### config.mk
export PLATFORM = sky130hd
export DESIGN_NAME = signed_divider
export DESIGN_NICKNAME = d
export VERILOG_FILES = /design/src/rtl/signed_divider_pkg.sv /design/src/rtl/signed_divider_step.sv /design/src/rtl/signed_divider.sv
export SDC_FILE = /design/constraint.sdc
export NUM_CORES = 1
export LEC_CHECK = 0
export ABC_AREA = 0
export BUFFER_PORTS_ARGS = -buffer_cell sky130_fd_sc_hd__buf_2
export CAP_MARGIN = 20
export CELL_PAD_IN_SITES_DETAIL_PLACEMENT = 1
export CELL_PAD_IN_SITES_GLOBAL_PLACEMENT = 1
export CORE_ASPECT_RATIO = 1.2
export CORE_MARGIN = 3
export CORE_UTILIZATION = 30
export CTS_BUF_LIST = sky130_fd_sc_hd__clkbuf_2
export CTS_CLUSTER_DIAMETER = 80
export DETAILED_ROUTE_END_ITERATION = 16
export MAX_ROUTING_LAYER = met4
export PLACE_DENSITY_LB_ADDON = 0.15
export SLEW_MARGIN = 10
export SYNTH_ARGS = -nofsm -noshare
export SYNTH_HDL_FRONTEND = slang
export SYNTH_SLANG_ARGS = --single-unit
### constraint.sdc
create_clock -name clk -period 12.3 [get_ports clk]
set_clock_uncertainty 0.2 [all_clocks]
set_input_delay 1.23 -clock clk [delete_from_list [all_inputs] [get_ports clk]]
set_output_delay 1.23 -clock clk [all_outputs]
set_load 0.01 [all_outputs]
### src/rtl/signed_divider_pkg.sv
// Shared widths, FSM state encoding and saturation values for the signed divider.
package sdiv_pkg;
   localparam int DVD_W = 32;
   localparam int DVS_W = 16;
   localparam int CNT_W = 5;

   localparam logic [DVS_W-1:0] SAT_POS = 16'h7FFF;
   localparam logic [DVS_W-1:0] SAT_NEG = 16'h8000;

   typedef enum logic [2:0] {
      IDLE  = 3'd0,
      SETUP = 3'd1,
      ITER  = 3'd2,
      FIX   = 3'd3,
      DONE  = 3'd4
   } state_t;
endpackage

### src/rtl/signed_divider_step.sv
// One restoring shift-subtract step on unsigned magnitudes; purely combinational.
module sdiv_step
   import sdiv_pkg::*;
(
   input  logic [DVS_W-1:0] part_rem,
   input  logic             bit_in,
   input  logic [DVS_W-1:0] divisor,
   output logic [DVS_W-1:0] next_rem,
   output logic             q_bit
);
   logic [DVS_W:0]   trial;
   logic [DVS_W-1:0] diff;

   assign trial = {part_rem, bit_in};
   // part_rem < divisor on entry, so the true difference always fits in DVS_W bits
   assign diff     = trial[DVS_W-1:0] - divisor;
   assign q_bit    = (trial >= {1'b0, divisor});
   assign next_rem = q_bit ? diff : trial[DVS_W-1:0];
endmodule

### src/rtl/signed_divider.sv
// 32/16 signed divider, truncating; remainder port only with SIGNED_DIVIDER_REM_EN.
// Latency: result 18 edges after accept, 2 edges for divide-by-zero or early overflow.
// Backpressure: result held in DONE until out_ready; in_ready only while IDLE.
module signed_divider
   import sdiv_pkg::*;
(
   input  logic             clk,
   input  logic             rst,
   input  logic             in_valid,
   output logic             in_ready,
   input  logic [DVD_W-1:0] dividend,
   input  logic [DVS_W-1:0] divisor,
   output logic             out_valid,
   input  logic             out_ready,
   output logic [DVS_W-1:0] quotient,
`ifdef SIGNED_DIVIDER_REM_EN
   output logic [DVS_W-1:0] remainder,
`endif
   output logic             div_by_zero,
   output logic             overflow,
   output logic             busy
);
   state_t           state;
   logic [CNT_W-1:0] cnt;
   logic [DVS_W-1:0] part_rem;
   logic [DVS_W-1:0] low;
   logic [DVS_W-1:0] dvs_mag;
   logic             sign_dvd;
   logic             sign_dvs;
   logic [DVS_W-1:0] quot_q;
   logic             dbz_q;
   logic             ovf_q;

   // SETUP works in place: part_rem/low/dvs_mag still hold the raw operands
   logic [DVD_W-1:0] dvd_raw;
   logic [DVD_W-1:0] dvd_mag;
   logic [DVS_W-1:0] dvs_mag_n;
   logic             dvd_neg;
   logic             dvs_neg;

   assign dvd_raw   = {part_rem, low};
   assign dvd_neg   = part_rem[DVS_W-1];
   assign dvs_neg   = dvs_mag[DVS_W-1];
   assign dvd_mag   = dvd_neg ? (32'd0 - dvd_raw) : dvd_raw;
   assign dvs_mag_n = dvs_neg ? (16'd0 - dvs_mag) : dvs_mag;

   logic [DVS_W-1:0] step_rem;
   logic             step_q;

   sdiv_step u_step (
      .part_rem (part_rem),
      .bit_in   (low[DVS_W-1]),
      .divisor  (dvs_mag),
      .next_rem (step_rem),
      .q_bit    (step_q)
   );

   logic             q_neg;
   logic             fix_ovf;
   logic [DVS_W-1:0] q_signed;
   logic             early;

   assign q_neg    = sign_dvd ^ sign_dvs;
   assign fix_ovf  = q_neg ? (low > SAT_NEG) : (low > SAT_POS);
   assign q_signed = q_neg ? (16'd0 - low) : low;
   assign early    = dbz_q | ovf_q;

   always_ff @(posedge clk or posedge rst) begin
      if (rst) begin
         state    <= IDLE;
         cnt      <= '0;
         part_rem <= '0;
         low      <= '0;
         dvs_mag  <= '0;
         sign_dvd <= 1'b0;
         sign_dvs <= 1'b0;
         quot_q   <= '0;
         dbz_q    <= 1'b0;
         ovf_q    <= 1'b0;
      end else begin
         case (state)
            IDLE: begin
               if (in_valid) begin
                  part_rem <= dividend[DVD_W-1:DVS_W];
                  low      <= dividend[DVS_W-1:0];
                  dvs_mag  <= divisor;
                  dbz_q    <= 1'b0;
                  ovf_q    <= 1'b0;
                  cnt      <= '0;
                  state    <= SETUP;
               end
            end
            SETUP: begin
               sign_dvd <= dvd_neg;
               sign_dvs <= dvs_neg;
               part_rem <= dvd_mag[DVD_W-1:DVS_W];
               low      <= dvd_mag[DVS_W-1:0];
               dvs_mag  <= dvs_mag_n;
               // Early exits still pass through FIX so their timing is fixed at two edges
               if (dvs_mag == '0) begin
                  dbz_q  <= 1'b1;
                  quot_q <= dvd_neg ? SAT_NEG : SAT_POS;
                  state  <= FIX;
               end else if (dvd_mag[DVD_W-1:DVS_W] >= dvs_mag_n) begin
                  ovf_q  <= 1'b1;
                  quot_q <= (dvd_neg == dvs_neg) ? SAT_POS : SAT_NEG;
                  state  <= FIX;
               end else begin
                  state  <= ITER;
               end
            end
            ITER: begin
               part_rem <= step_rem;
               low      <= {low[DVS_W-2:0], step_q};
               cnt      <= cnt + 5'd1;
               if (cnt == 5'd15)
                  state <= FIX;
            end
            FIX: begin
               if (!early) begin
                  if (fix_ovf) begin
                     ovf_q  <= 1'b1;
                     quot_q <= q_neg ? SAT_NEG : SAT_POS;
                  end else begin
                     quot_q <= q_signed;
                  end
               end
               state <= DONE;
            end
            DONE: begin
               if (out_ready)
                  state <= IDLE;
            end
            default: state <= IDLE;
         endcase
      end
   end

`ifdef SIGNED_DIVIDER_REM_EN
   logic [DVS_W-1:0] rem_q;
   logic [DVS_W-1:0] rem_signed;

   assign rem_signed = sign_dvd ? (16'd0 - part_rem) : part_rem;

   always_ff @(posedge clk or posedge rst) begin
      if (rst)
         rem_q <= '0;
      else if (state == SETUP)
         rem_q <= (dvs_mag == '0) ? low : '0;
      else if (state == FIX && !early)
         rem_q <= fix_ovf ? '0 : rem_signed;
   end

   assign remainder = rem_q;
`endif

   assign in_ready    = (state == IDLE);
   assign out_valid   = (state == DONE);
   assign busy        = (state != IDLE);
   assign quotient    = quot_q;
   assign div_by_zero = dbz_q;
   assign overflow    = ovf_q;
endmodule

* Word level (Yosys, flattened, before mapping) *
Index checks and enable logic that the tools add are counted.
W data, S select, Z words.

word-level totals
  register bits = 76
  latch bits = 0
  bits in writable memories = 0
  ROM bits = 0
  bits of input ports = 52
  output and inout port bits = 21
  word-level logic and storage cells = 88
  memories kept = 0

operators by class
  add/subtract/negate cells = 5
  $mul = 0
  div/mod/pow operators = 0
  magnitude comparators = 4
  equality and inequality tests = 16
  shift operators = 0
  mux-type cells = 35
  bitwise operators = 2
  reductions and logical operators = 16

operators by type and width
  cell                     number
  $mux W16                 13
  $pmux W16 S3             2
  $pmux W16 S2             2
  $mux W32                 1
  $sub A1 B16 Y16 const A  2
  $sub A1 B32 Y32 const A  1
  $ge A17 B16 Y1           1
  $ge A16 B16 Y1           1
  $gt A16 B15 Y1 const B   1
  $gt A16 B16 Y1 const B   1
  $logic_not A16 Y1        1
  $ne A2 B2 Y1 const B     8
  $sub A16 B16 Y16         1
  $pmux W3 S5              1
  $reduce_and A3 Y1        4
  $pmux W5 S2              1
  $mux W1                  9
  $mux W3                  3
  $reduce_bool A3 Y1       3
  $eq A3 B2 Y1 const B     2
  $reduce_and A2 Y1        3
  $reduce_and A6 Y1        1
  $reduce_bool A2 Y1       3
  $add A5 B1 Y5 const B    1
  12 further kinds         12

* Longest topological paths before layout *
Gate-level depths: netlist (run 1).

  depth in word-level cells = 6
  gate-level depth with buffers = 17

* Modules after synthesis *
A second synthesis (run 1) with hierarchy kept.

second synthesis, totals
  cells, all modules = 763
  area, all modules = 6461.2 µm²

by module, submodules not included
  module          instances  cells each  area an instance (µm²)  seq. area each (µm²)
  signed_divider  1          607         5296.3                  1901.8
  sdiv_step       1          156         1164.9                  0.0

* Least setup slack after synthesis (run 1) *
OpenSTA, ideal clock, no wires.

  kind = reg-to-reg
  start = register low[6]
  end = register quot_q[0] (netlist: quotient[0])
  setup time = 0.125 ns
  arrival = 3.681 ns
  slack = 8.294 ns
  cell stages (with the launch flop) = 17
  cell sequence = dfrtp_1 -> clkbuf_1 -> nor4_1 -> and4b_1 -> nand2_1 -> o41a_1 -> xor2_1 -> ha_1 -> a21o_1 -> a21o_1 -> a21oi_1 -> o31a_1 -> o21ai_0 -> a21oi_2 -> a21oi_4 -> buf_12 -> mux2_4

on the way
  cells in the longest elaborated chain, start to end = 5
  elaborated cells on any way between the ends = 11
  classes of those cells = add/sub: 1; order compare: 3; eq/ne: 1; mux: 5; reduce/logical: 1

ends and longest elaborated chain
  what                                                                       RTL line                                      source
  from (decl)                                                                signed_divider.sv:26                          logic [DVS_W-1:0] low;
  from (signal assigned)                                                     signed_divider.sv:85                          low <= dividend[DVS_W-1:0];
  from (signal assigned)                                                     signed_divider.sv:97                          low <= dvd_mag[DVS_W-1:0];
  from (signal assigned)                                                     signed_divider.sv:114                         low <= {low[DVS_W-2:0], step_q};
  $sub A1 B32 Y32 (tied with other cells)                                    signed_divider.sv:44                          assign dvd_mag = dvd_neg ? (32'd0 - dvd_raw) : dvd_raw;
  $mux W32 / $mux W1 (equally long branches)                                 signed_divider.sv:44, signed_divider.sv:64
  $ge A16 B16 Y1 / $mux W16 (equally long branches)                          signed_divider.sv:104, signed_divider.sv:121
  $ne A3 B3 Y1 (no source line) / $mux W16 (equally long branches)           --
  $reduce_and A3 Y1 (no source line) / $pmux W16 S2 (equally long branches)  --
  to (signal assigned)                                                       signed_divider.sv:102                         quot_q <= dvd_neg ? SAT_NEG : SAT_POS;
  to (signal assigned)                                                       signed_divider.sv:106                         quot_q <= (dvd_neg == dvs_neg) ? SAT_POS : SAT_NEG;
  to (signal assigned)                                                       signed_divider.sv:123                         quot_q <= q_neg ? SAT_NEG : SAT_POS;
  to (decl)                                                                  signed_divider.sv:30                          logic [DVS_W-1:0] quot_q;

Several ways; a longest one is shown, not always the timed one. The select of a mux whose other input is x is not followed.
A chain may end at the register's enable or synchronous reset.

* Worst setup path in the final report (run 1) *
  start = register low[1]
  end = register quot_q[6] (netlist: quotient[6])

on the way
  cells in the longest elaborated chain, start to end = 5
  elaborated cells on any way between the ends = 13
  classes of those cells = add/sub: 2; order compare: 3; eq/ne: 1; mux: 6; reduce/logical: 1

ends and longest elaborated chain
  what                                                                       RTL line
  $sub A1 B32 Y32 (tied with other cells)                                    signed_divider.sv:44
  $mux W32 (tied with other cells)                                           signed_divider.sv:44
  $ge A16 B16 Y1 / $mux W16 (equally long branches)                          signed_divider.sv:104, signed_divider.sv:121
  $ne A3 B3 Y1 (no source line) / $mux W16 (equally long branches)           --
  $reduce_and A3 Y1 (no source line) / $pmux W16 S2 (equally long branches)  --

Several ways; a longest one is shown, not always the timed one. The select of a mux whose other input is x is not followed.

==> flow_summary_export.csv, run 1 <==
group,metric,value,unit
status,status,"finished clean",
synth,synth_flop_cell,"dfrtp_1",
sta,holdWs,0.319,ns
sta,worstMarginPinSlew,1.05,ns
final_layout,drive_gt1_frac,0.180,
drt,vias,5833,
drt,drt-met1-wl,9.96,mm
synth,yosysMostFrequentCell,"dfrtp_1",
sta,drv_slew,0,
floorplanning,io_pins,73,
final_layout,nets,877,
global_routing,antenna_found_initial,1,
worst_setup_path,cp_max_fo,16,
worst_setup_path,cp_data_arrival_time,5.23,ns
synth,syn_area,6190,um^2
worst_setup_path,cp-end-kind,"flop",
synth,synth_area_leader_cell,"dfrtp_1",
worst_setup_path,crit_end,"quotient[6]$_DFFE_PP0P_",
drt,antenna_left,0,
floorplanning,fp-row-count,56,
cts,clk_latency,0.61,ns
worst_setup_path,cp-start-kind,"flop",
global_routing,grt_max_degree,77,
place,hpwl,16.4,mm
worst_setup_path,reg2regPathDepth,16,
synth,synth_top_area_frac,0.307,
sta,rsz0062_at_grt,"false",
run,maxCapViolations,0,
global_routing,grt_usage,0.206,
global_routing,grt-ovfl-total,0,
cts,cts_tree,"built",
synth,netlist_top_cells_area,"dfrtp_1 31%, ha_1 7.3%, o21ai_0 5.6%",
global_routing,grt_pass1_vias,6246,
cts,clock_path_buffers,2,
final_layout,n_fill_cell,2425,
synth,seq_area_frac_synth,0.307,
sta,finalCritPeriodShare,0.399,
sta,setup_viol,0,
synth,synthArstFlopShare,1.00,
synth,synth-edff-count,0,
synth,netlist_instances,740,
place,gp_congestion,0.890,
cts,cts_root_buf,"clkbuf_2",
drt,drt-initial-drc-count,338,
floorplanning,core_area,19900,um^2
synth,synth-seq-cells,76,
drt,route.detailed.drc,0,
drt,vias_per_cell,5.53,
cts,htreeDepth,3,
drt,drt_pre_antenna_iters,5,
drt,top_layer,"met4",
sta,finalHoldViolCount,0,
floorplanning,die_area,22400,um^2
worst_setup_path,r2r_start,"low[1]$_DFFE_PP0P_",
cts,post-cts-setup-buffers,0,
cts,cts_made_buffers,9,
global_routing,grt_pass1_wl,34.7,mm
sta,max_freq,204,MHz
cts,ctsResizeCount,0,
floorplanning,die_w,137,um
sta,maxSlewHeadroom,0.296,
cts,numClockSinks,76,
floorplanning,start_util,0.311,
worst_setup_path,crit_type,"reg2reg",
synth,yosysUniqueCellTypes,68,
drt,wl_per_cell,20.9,um
cts,clkSlewWorstSetupHoldPaths,0.27,ns
sta,finalSetupTns,0,ns
drt,dr_wl_met3,652,um
place,port_buffers,72,
final_layout,area_growth,11.6,%
synth,synth_nets,829,
hold_path,hold_path_class,"reg2reg",
synth,avgSynthCellArea,8.36,um^2
worst_setup_path,timing.rr.end,"quotient[6]$_DFFE_PP0P_",
drt,wl_met2,10.9,mm
worst_setup_path,r2r_slack,7.40,ns
synth,yosys-top-cells-count,"76 x dfrtp_1, 71 x nor2_1, 69 x o21ai_0",
drt,finalWirelength,22.0,mm
sta,layout_min_cycle_time,4.90,ns
worst_setup_path,worstSetupStartpoint,"low[1]$_DFFE_PP0P_",
floorplanning,die_h,163,um
synth,yosysWarnings,0,
worst_setup_path,required,12.62,ns
cts,cts_hold_buf,0,
worst min-delay path by stage:
stage | to | slack [ns] | from | cells past startpoint
after floorplan | cnt[3]$_DFFE_PP0P_ | 0.24 | cnt[3]$_DFFE_PP0P_ | 1
after detailed placement | cnt[4]$_DFFE_PP0P_ | 0.27 | cnt[4]$_DFFE_PP0P_ | 2
final | cnt[4]$_DFFE_PP0P_ | 0.32 | cnt[4]$_DFFE_PP0P_ | 2
after global routing | quotient[10]$_DFFE_PP0P_ | 0.38 | quotient[10]$_DFFE_PP0P_ | 1
after CTS | cnt[3]$_DFFE_PP0P_ | 0.33 | cnt[3]$_DFFE_PP0P_ | 1
after global placement | cnt[4]$_DFFE_PP0P_ | 0.26 | cnt[4]$_DFFE_PP0P_ | 2
metal layers:
metal	global-route usage	vias up
met1	0.264	2862
met3	0.0182	33
met4	0.0690	0
met5	-	-
li1	-	2815
met2	0.341	123
cell usage in the layout, fill, tap and decap left out, types with 11 or more instances in the layout:
cell type  synthesis  layout
ha_1              36      36
inv_1             31      30
a21o_1            11      11
buf_4              1      12
nor2_1            71      70
nor3_1            25      24
o21ai_0           69      68
a21oi_1           55      55
a221oi_1          16      16
nand2_1           62      62
xnor2_1           35      35
dfrtp_1           76      76
xor2_1            18      18
buf_2              4      72
mux2_2            13      13
o31ai_1           12      11
a211oi_1          19      19
per-stage QoR:
step                setup slack [ns]  std cells  instance area (um^2)  utilization
finish                          7.40       1055                  6910        0.347
global route                    7.02       1055                  6910        0.347
CTS                             7.39       1052                  6870        0.345
detailed placement              7.44       1036                  6760        0.340
global placement                7.57       1036                  6760        0.340
floorplan                       8.29        740                  6190            -
layout make-up:
type	instances	area, um^2	area share
multi-input cells	584	3970	0.575
flip-flops and latches	76	1900	0.275
repair buffers	85	478	0.0692
well taps	261	327	0.0473
inverters	32	121	0.0176
clock inverters	7	58.8	0.00852
clock buffers	9	45.0	0.00652
diodes	1	2.50	0.000362
state kept, by name, summed over array words and instances (netlist names):
| signal | count |
|---|---|
| cnt | 5 |
| state | 3 |
| part_rem | 16 |
| low | 16 |
| sign_dvd | 1 |
| overflow | 1 |
| dvs_mag | 16 |
| div_by_zero | 1 |
| quotient | 16 |
| sign_dvs | 1 |
critical path: stages (launching register included):
cell and delay (ns):
dfrtp_1 0.49, inv_1 0.11, ha_1 0.23, nor3b_1 0.35
and4b_1 0.37, nand2_1 0.20, o21ai_0 0.42, xor2_1 0.13
ha_1 0.29, nand2b_1 0.09, a21o_1 0.11, a211oi_1 0.07
o31a_1 0.31, o21ai_0 0.36, a21oi_2 0.12, a21oi_4 0.55
mux2_2 0.41
cells by family after synthesis:
| logic type | synth area share |
|---|---|
| AND/OR/NAND/NOR | 0.181 |
| flip-flops | 0.307 |
| multiplexers | 0.0528 |
| AO/OA/AOI/OAI | 0.255 |
| adder cells (fa/ha/maj) | 0.0761 |
| buffers and inverters | 0.0526 |
| XOR/XNOR | 0.0750 |
Power of run 1 is left out: the tool's default activity adds up to more than one toggle a clock period on the data nets, which glitch-free logic cannot reach.
==> run 2, diff against run 1 <==
ABC_AREA = 1   (was 0)
clock period = 5 ns   (was 12.3 ns; I/O delays follow)
==> flow_summary_export.csv, run 2 <==
group,metric,value,unit
status,status,"finished clean",
cts,clock_path_buffers,2,
power,p_leak,4.19,nW
global_routing,grtUsageMet2,0.399,
synth,yosysUniqueCellTypes,48,
synth,synth-seq-cells,76,
cts,clkSlewWorstSetupHoldPaths,0.29,ns
worst_setup_path,required,5.33,ns
drt,vias,7720,
worst_setup_path,cp_slowest_cell,"dfrtp_1",
cts,htreeDepth,3,
global_routing,grt-ovfl-total,0,
synth,seq_area_frac_synth,0.269,
cts,cts_hold_buf,36,
synth,synthArstFlopShare,1.00,
worst_setup_path,critPathTopFamily,"simple AND/OR/NAND/NOR gates",
synth,synth_flop_cell,"dfrtp_1",
sta,finalCritPeriodShare,0.772,
sta,finalSetupTns,0,ns
synth,avgSynthCellArea,6.20,um^2
cts,post-cts-setup-buffers,0,
power,powerDensity,822,nW/um^2
synth,synth-edff-count,0,
final_layout,area_growth,15.3,%
place,gp_congestion,0.887,
floorplanning,die_area,25500,um^2
global_routing,antenna_found_initial,1,
global_routing,grt_max_degree,44,
power,ir_drop,0.259,mV
sta,layout_min_cycle_time,3.86,ns
synth,synth_area_leader_cell,"dfrtp_1",
run,maxCapViolations,0,
drt,route.detailed.drc,0,
floorplanning,io_pins,73,
sta,worstMarginPinSlew,1.07,ns
global_routing,grt_usage,0.222,
worst_setup_path,critPathMostFrequentCell,"nand2_1",
cts,ctsResizeCount,0,
cts,cts_root_buf,"clkbuf_2",
sta,layout_setup_ws,1.14,ns
sta,maxSlewHeadroom,0.286,
power,power.switching,4.05,mW
hold_path,hold_path_class,"in2reg",
global_routing,grt_pass1_vias,7894,
sta,drv_slew,0,
sta,rsz0062_at_grt,"false",
floorplanning,start_util,0.310,
power,switching_share,0.604,
synth,yosys-top-cells-count,"360 x nand2_1, 141 x nor2_1, 136 x inv_1",
cts,numClockSinks,76,
synth,netlist_instances,1141,
worst_setup_path,cp-start-kind,"flop",
power,finalPower,6.71,mW
floorplanning,fp-row-count,60,
place,post-place-ws,1.17,ns
sta,finalHoldViolCount,0,
synth,synth_top_area_frac,0.269,
synth,synth_nets,1230,
power,p_int,2.66,mW
sta,max_freq,259,MHz
drt,drt_pre_antenna_iters,5,
drt,antenna_left,0,
synth,yosysWarnings,0,
drt,drt-initial-drc-count,311,
final_layout,final_cell_mix,"360 x nand2_1, 141 x nor2_1, 135 x inv_1, 93 x nand3_1, 76 x dfrtp_1",
synth,yosysMostFrequentCell,"nand2_1",
synth,syn_area,7080,um^2
worst_setup_path,cp-end-kind,"flop",
worst_setup_path,crit_type,"reg2reg",
cts,clk_latency,0.63,ns
power,p_comb_frac,0.748,
global_routing,met3_usage,0.0172,
floorplanning,die_h,174,um
global_routing,use_met1,0.266,
worst_setup_path,slowest_delay,0.44,ns
worst_setup_path,path_cells,"inv_1 -> ha_1 -> nand3_1 -> nor2_4 -> nand3_1 -> nand2_1 -> nand3_1 -> and2_1 -> ha_1 -> nand2_1 -> o21ai_0 -> a21oi_1 -> nand3_1 -> nand2_1 -> buf_4 -> nand3_2 -> nand2_1 -> nand2_1",
final_layout,final_common_cell,"nand2_1",
synth,netlist_top_cells_area,"dfrtp_1 27%, nand2_1 19%, nor2_1 7.5%",
worst_setup_path,cp_max_fo,18,
worst_setup_path,cp_data_arrival_time,4.19,ns
floorplanning,core_area,22800,um^2
final_layout,nets,1318,
place,hpwl,21.7,mm
final_layout,drive_gt1_frac,0.0989,
floorplanning,die_w,146,um
place,port_buffers,72,
drt,wl_per_cell,17.9,um
cts,cts_tree,"built",
global_routing,grt-busiest-layer,"met2",
cts,cts_made_buffers,9,
sta,setup_viol,0,
final_layout,final_core_util,0.358,
drt,vias_per_cell,5.00,
power,pwr-share-clk,0.055,
global_routing,grt_pass1_wl,43.4,mm
worst_setup_path,crit_buf_inv,2,
power,p_seq_frac,0.198,
drt,finalWirelength,27.6,mm
[run 2: changes by cell type after synthesis, moves of 15 or more]
cell | before | now
a211oi_1 | 19 | 2
clkbuf_1 | 41 | 11
buf_2 | 4 | 19
xnor2_1 | 35 | 7
nand3_1 | 10 | 93
nand2_1 | 62 | 360
o21ai_0 | 69 | 29
a21oi_1 | 55 | 75
inv_1 | 31 | 136
nand4_1 | 4 | 26
nor2_1 | 71 | 141
[run 2: cells by family (layout without fill, tap and decap cells)]
kind of cell | after synthesis | in the layout | synth area share
other cells | 0 | 1 | 0
simple gates | 658 | 658 | 0.393
xor+xnor | 29 | 29 | 0.0369
fa+ha+maj | 37 | 37 | 0.0665
flops | 76 | 76 | 0.269
compound gates | 160 | 160 | 0.130
buf+inv | 181 | 274 | 0.105
[run 2: area by class of cell]
| cell class | instances | area [um^2] |
|---|---|---|
| Timing Repair Buffer | 115 | 793 |
| Tap cell | 310 | 388 |
| Fill cell | 3063 | 14700 |
| Multi-Input combinational cell | 884 | 4440 |
| Inverter | 143 | 538 |
| Clock buffer | 9 | 45.0 |
| Sequential cell | 76 | 1900 |
| Clock inverter | 7 | 57.6 |
| Antenna cell | 1 | 2.50 |
[run 2: power groups by stage]
stage	sequential [mW]	combinational, mW	clock (mW)
final	1.33	5.02	0.366
after detailed placement	1.34	5.01	0
after global placement	1.34	4.94	0
after CTS	1.33	5.05	0.374
after floorplan	1.19	3.64	0
after global routing	1.38	5.72	0.405
[run 2: final timing paths]
| path | startpoint | end | slack, ns | depth (start not counted) |
|---|---|---|---|---|
| max in group asynchronous | rst | quotient[15]$_DFFE_PP0P_ | 3.31 | 4 |
| min reg2reg | low[1]$_DFFE_PP0P_ | low[1]$_DFFE_PP0P_ | 0.35 | 2 |
| min | divisor[11] | dvs_mag[11]$_DFFE_PP0P_ | 0.02 | 5 |
| min in group asynchronous | rst | low[11]$_DFFE_PP0P_ | 0.25 | 3 |
| max reg2reg | low[1]$_DFFE_PP0P_ | quotient[0]$_DFFE_PP0P_ | 1.14 | 18 |
| max | low[1]$_DFFE_PP0P_ | quotient[0]$_DFFE_PP0P_ | 1.14 | 18 |
[run 2: routing by layer]
| layer | vias to the layer above | part of all wire |
|---|---|---|
| li1 | 3864 | - |
| met1 | 3712 | 0.44 |
| met2 | 114 | 0.51 |
| met3 | 30 | 0.023 |
| met4 | 0 | 0.023 |
| met5 | - | 0 |
[run 2: tightest hold or removal path, cell delays in order]
cell	delay, ns
buf_2	0.08
nor2_1	0.03
nor2_1	0.10
nand2_1	0.05
o21ai_0	0.07
[run 2: stage by stage]
step                      hold slack (ns)  std cells  instance area [um^2]
after global routing               0.0176       1545                  8160
after floorplan                     0.259       1141                  7080
after detailed placement            0.309       1491                  7670
final                              0.0193       1545                  8160
after global placement              0.277       1491                  7670
after CTS                         0.00103       1543                  8130
Note: power is estimated with default switching activity, not from simulation.
==> run 3, diff against run 2 <==
ABC_AREA = 0   (was 1)
clock period = 3.1 ns   (was 5 ns; I/O delays follow)
==> flow_summary_export.csv, run 3 (synthesis gave the netlist of run 1 again) <==
group,metric,value,unit
final_layout,final_cell_mix,"166 x buf_4, 73 x dfrtp_1, 72 x buf_2, 68 x nor2_1, 60 x o21ai_0",
floorplanning,start_util,0.311,
final_layout,drive_gt1_frac,0.386,
worst_setup_path,critPathTopFamily,"compound AO/OA/AOI/OAI gates",
global_routing,grt_pass1_wl,39.7,mm
worst_setup_path,cp_max_fo,8,
place,placed_cells_incl_taps,1182,
worst_setup_path,cp-start-kind,"flop",
cts,clk_latency,0.64,ns
worst_setup_path,cp_data_arrival_time,4.25,ns
drt,dr_wl_met3,649,um
global_routing,grt_pass1_vias,7454,
floorplanning,core_area,19900,um^2
cts,htreeDepth,3,
sta,setup_viol,18,
worst_setup_path,cp_slowest_cell,"or4_4",
hold_path,hold_path_class,"in2async",
final_layout,n_fill_cell,2342,
worst_setup_path,timing.rr.end,"quotient[10]$_DFFE_PP0P_",
drt,drt-initial-drc-count,328,
drt,top_layer,"met4",
place,hpwl,18.5,mm
floorplanning,die_area,22400,um^2
final_layout,multi_input_area,4520,um^2
cts,clock_path_buffers,2,
sta,finalCritPeriodShare,1.25,
drt,wl_met2,13.2,mm
sta,finalSetupTns,-13.56,ns
sta,worstMarginPinSlew,0.786,ns
sta,layout_setup_ws,-0.775,ns
cts,cts_tree,"built",
sta,layout_min_cycle_time,3.88,ns
floorplanning,die_w,137,um
floorplanning,die_h,163,um
worst_setup_path,path_cells,"or4_4 -> buf_6 -> o41a_1 -> xor2_2 -> ha_1 -> a21o_1 -> a21o_1 -> a21oi_2 -> o31a_1 -> o21ai_2 -> a21oi_2 -> a21oi_4 -> clkbuf_16 -> mux2_4",
final_layout,layout.cells.non_filler,1279,
worst_setup_path,reg2regPathDepth,14,
floorplanning,io_pins,73,
drt,finalWirelength,25.2,mm
place,port_buffers,72,
cts,cts_made_buffers,9,
drt,vias_per_cell,5.32,
final_layout,final_core_util,0.471,
global_routing,grt-ovfl-total,0,
sta,finalHoldViolCount,0,
worst_setup_path,r2r_start,"part_rem[0]$_DFFE_PP0P_",
drt,wl_per_cell,19.7,um
global_routing,grt_max_degree,46,
status,failed_checks,"negative setup slack",
global_routing,grt_usage,0.235,
final_layout,area_growth,51.6,%
drt,vias,6803,
global_routing,antenna_found_initial,1,
drt,drt_pre_antenna_iters,5,
drt,drt-met1-wl,10.7,mm
worst_setup_path,cp-end-kind,"flop",
run,maxCapViolations,0,
status,status,"finished with violations",
cts,cts_root_buf,"clkbuf_2",
worst_setup_path,crit_buf_inv,2,
drt,antenna_left,0,
place,gp_congestion,0.858,
floorplanning,fp-row-count,56,
sta,max_freq,258,MHz
final_layout,nets,1101,
sta,maxSlewHeadroom,0.475,
worst_setup_path,r2r_slack,-0.78,ns
worst_setup_path,required,3.48,ns
final_layout,final_common_cell,"buf_4",
sta,drv_slew,0,
worst_setup_path,crit_type,"reg2reg",
cts,numClockSinks,76,
cts,clkSlewWorstSetupHoldPaths,0.29,ns
final_layout,regArea,1910,um^2
drt,route.detailed.drc,0,
worst_setup_path,slowest_delay,0.57,ns
sta,rsz0062_at_grt,"true",
run 3: changes by cell type in the layout (fill, tap and decap cells not counted), sizes merged, moves of 14 or more:
cell,delta
a211oi,+17
a21oi,-18
a221oi,+14
buf,+177
dlygate4sd3,+15
inv,-109
mux2,+23
nand2,-302
nand3,-85
nand4,-23
nor2,-78
o21ai,+35
o22ai,-14
xnor2,+27
run 3: cell type report:
class / count / area share
clock buffers: 9 / 0.00480
well taps: 261 / 0.0348
repair buffers: 309 / 0.255
flip-flops and latches: 76 / 0.203
diodes: 1 / 0.000267
multi-input cells: 584 / 0.482
inverters: 32 / 0.0132
clock inverters: 7 / 0.00694
run 3: routing by layer:
layer | up-vias | track usage
met5 | - | -
met4 | 0 | 0.0799
met3 | 43 | 0.0225
met2 | 124 | 0.417
met1 | 3375 | 0.276
li1 | 3261 | -
run 3: worst reg2reg max path, stage by stage, from the launching register on:
cell and delay (ns):
dfrtp_2 0.47, or4_4 0.57, buf_6 0.14, o41a_1 0.40
xor2_2 0.17, ha_1 0.31, a21o_1 0.18, a21o_1 0.20
a21oi_2 0.15, o31a_1 0.19, o21ai_2 0.09, a21oi_2 0.20
a21oi_4 0.07, clkbuf_16 0.18, mux2_4 0.29
run 3: stage by stage:
step | hold slack [ns] | instance area [um^2] | setup WS (ns)
3_3_place_gp | 0.268 | 7990 | -0.817
3_5_place_dp | 0.274 | 7990 | -0.944
4_1_cts | 0.0762 | 9130 | -0.675
5_1_grt | 0.113 | 9380 | -0.833
2_1_floorplan | 0.218 | 6290 | -0.564
6_report | 0.0951 | 9380 | -0.775
run 3: what timing repair did:
action | CTS | global route
hold endpoints to repair | 87 | 0
gates cloned | 2 | 0
endpoints found under the setup margin | 31 | 34
hold buffers | 51 | 0
buffers inserted | 24 | 12
pin swaps | 45 | 25
resized for setup | 61 | 47
run 3: worst max path at each step:
stage	from	slack [ns]	end	cells after the start
after global placement	low[0]$_DFFE_PP0P_	-0.82	quotient[6]$_DFFE_PP0P_	16
after global routing	part_rem[0]$_DFFE_PP0P_	-0.83	quotient[7]$_DFFE_PP0P_	14
after CTS	part_rem[0]$_DFFE_PP0P_	-0.67	quotient[13]$_DFFE_PP0P_	14
final	part_rem[0]$_DFFE_PP0P_	-0.78	quotient[10]$_DFFE_PP0P_	14
after detailed placement	low[0]$_DFFE_PP0P_	-0.94	quotient[5]$_DFFE_PP0P_	16
after floorplan	part_rem[1]$_DFFE_PP0P_	-0.56	quotient[0]$_DFFE_PP0P_	13
Power of run 3 is left out for the same reason.
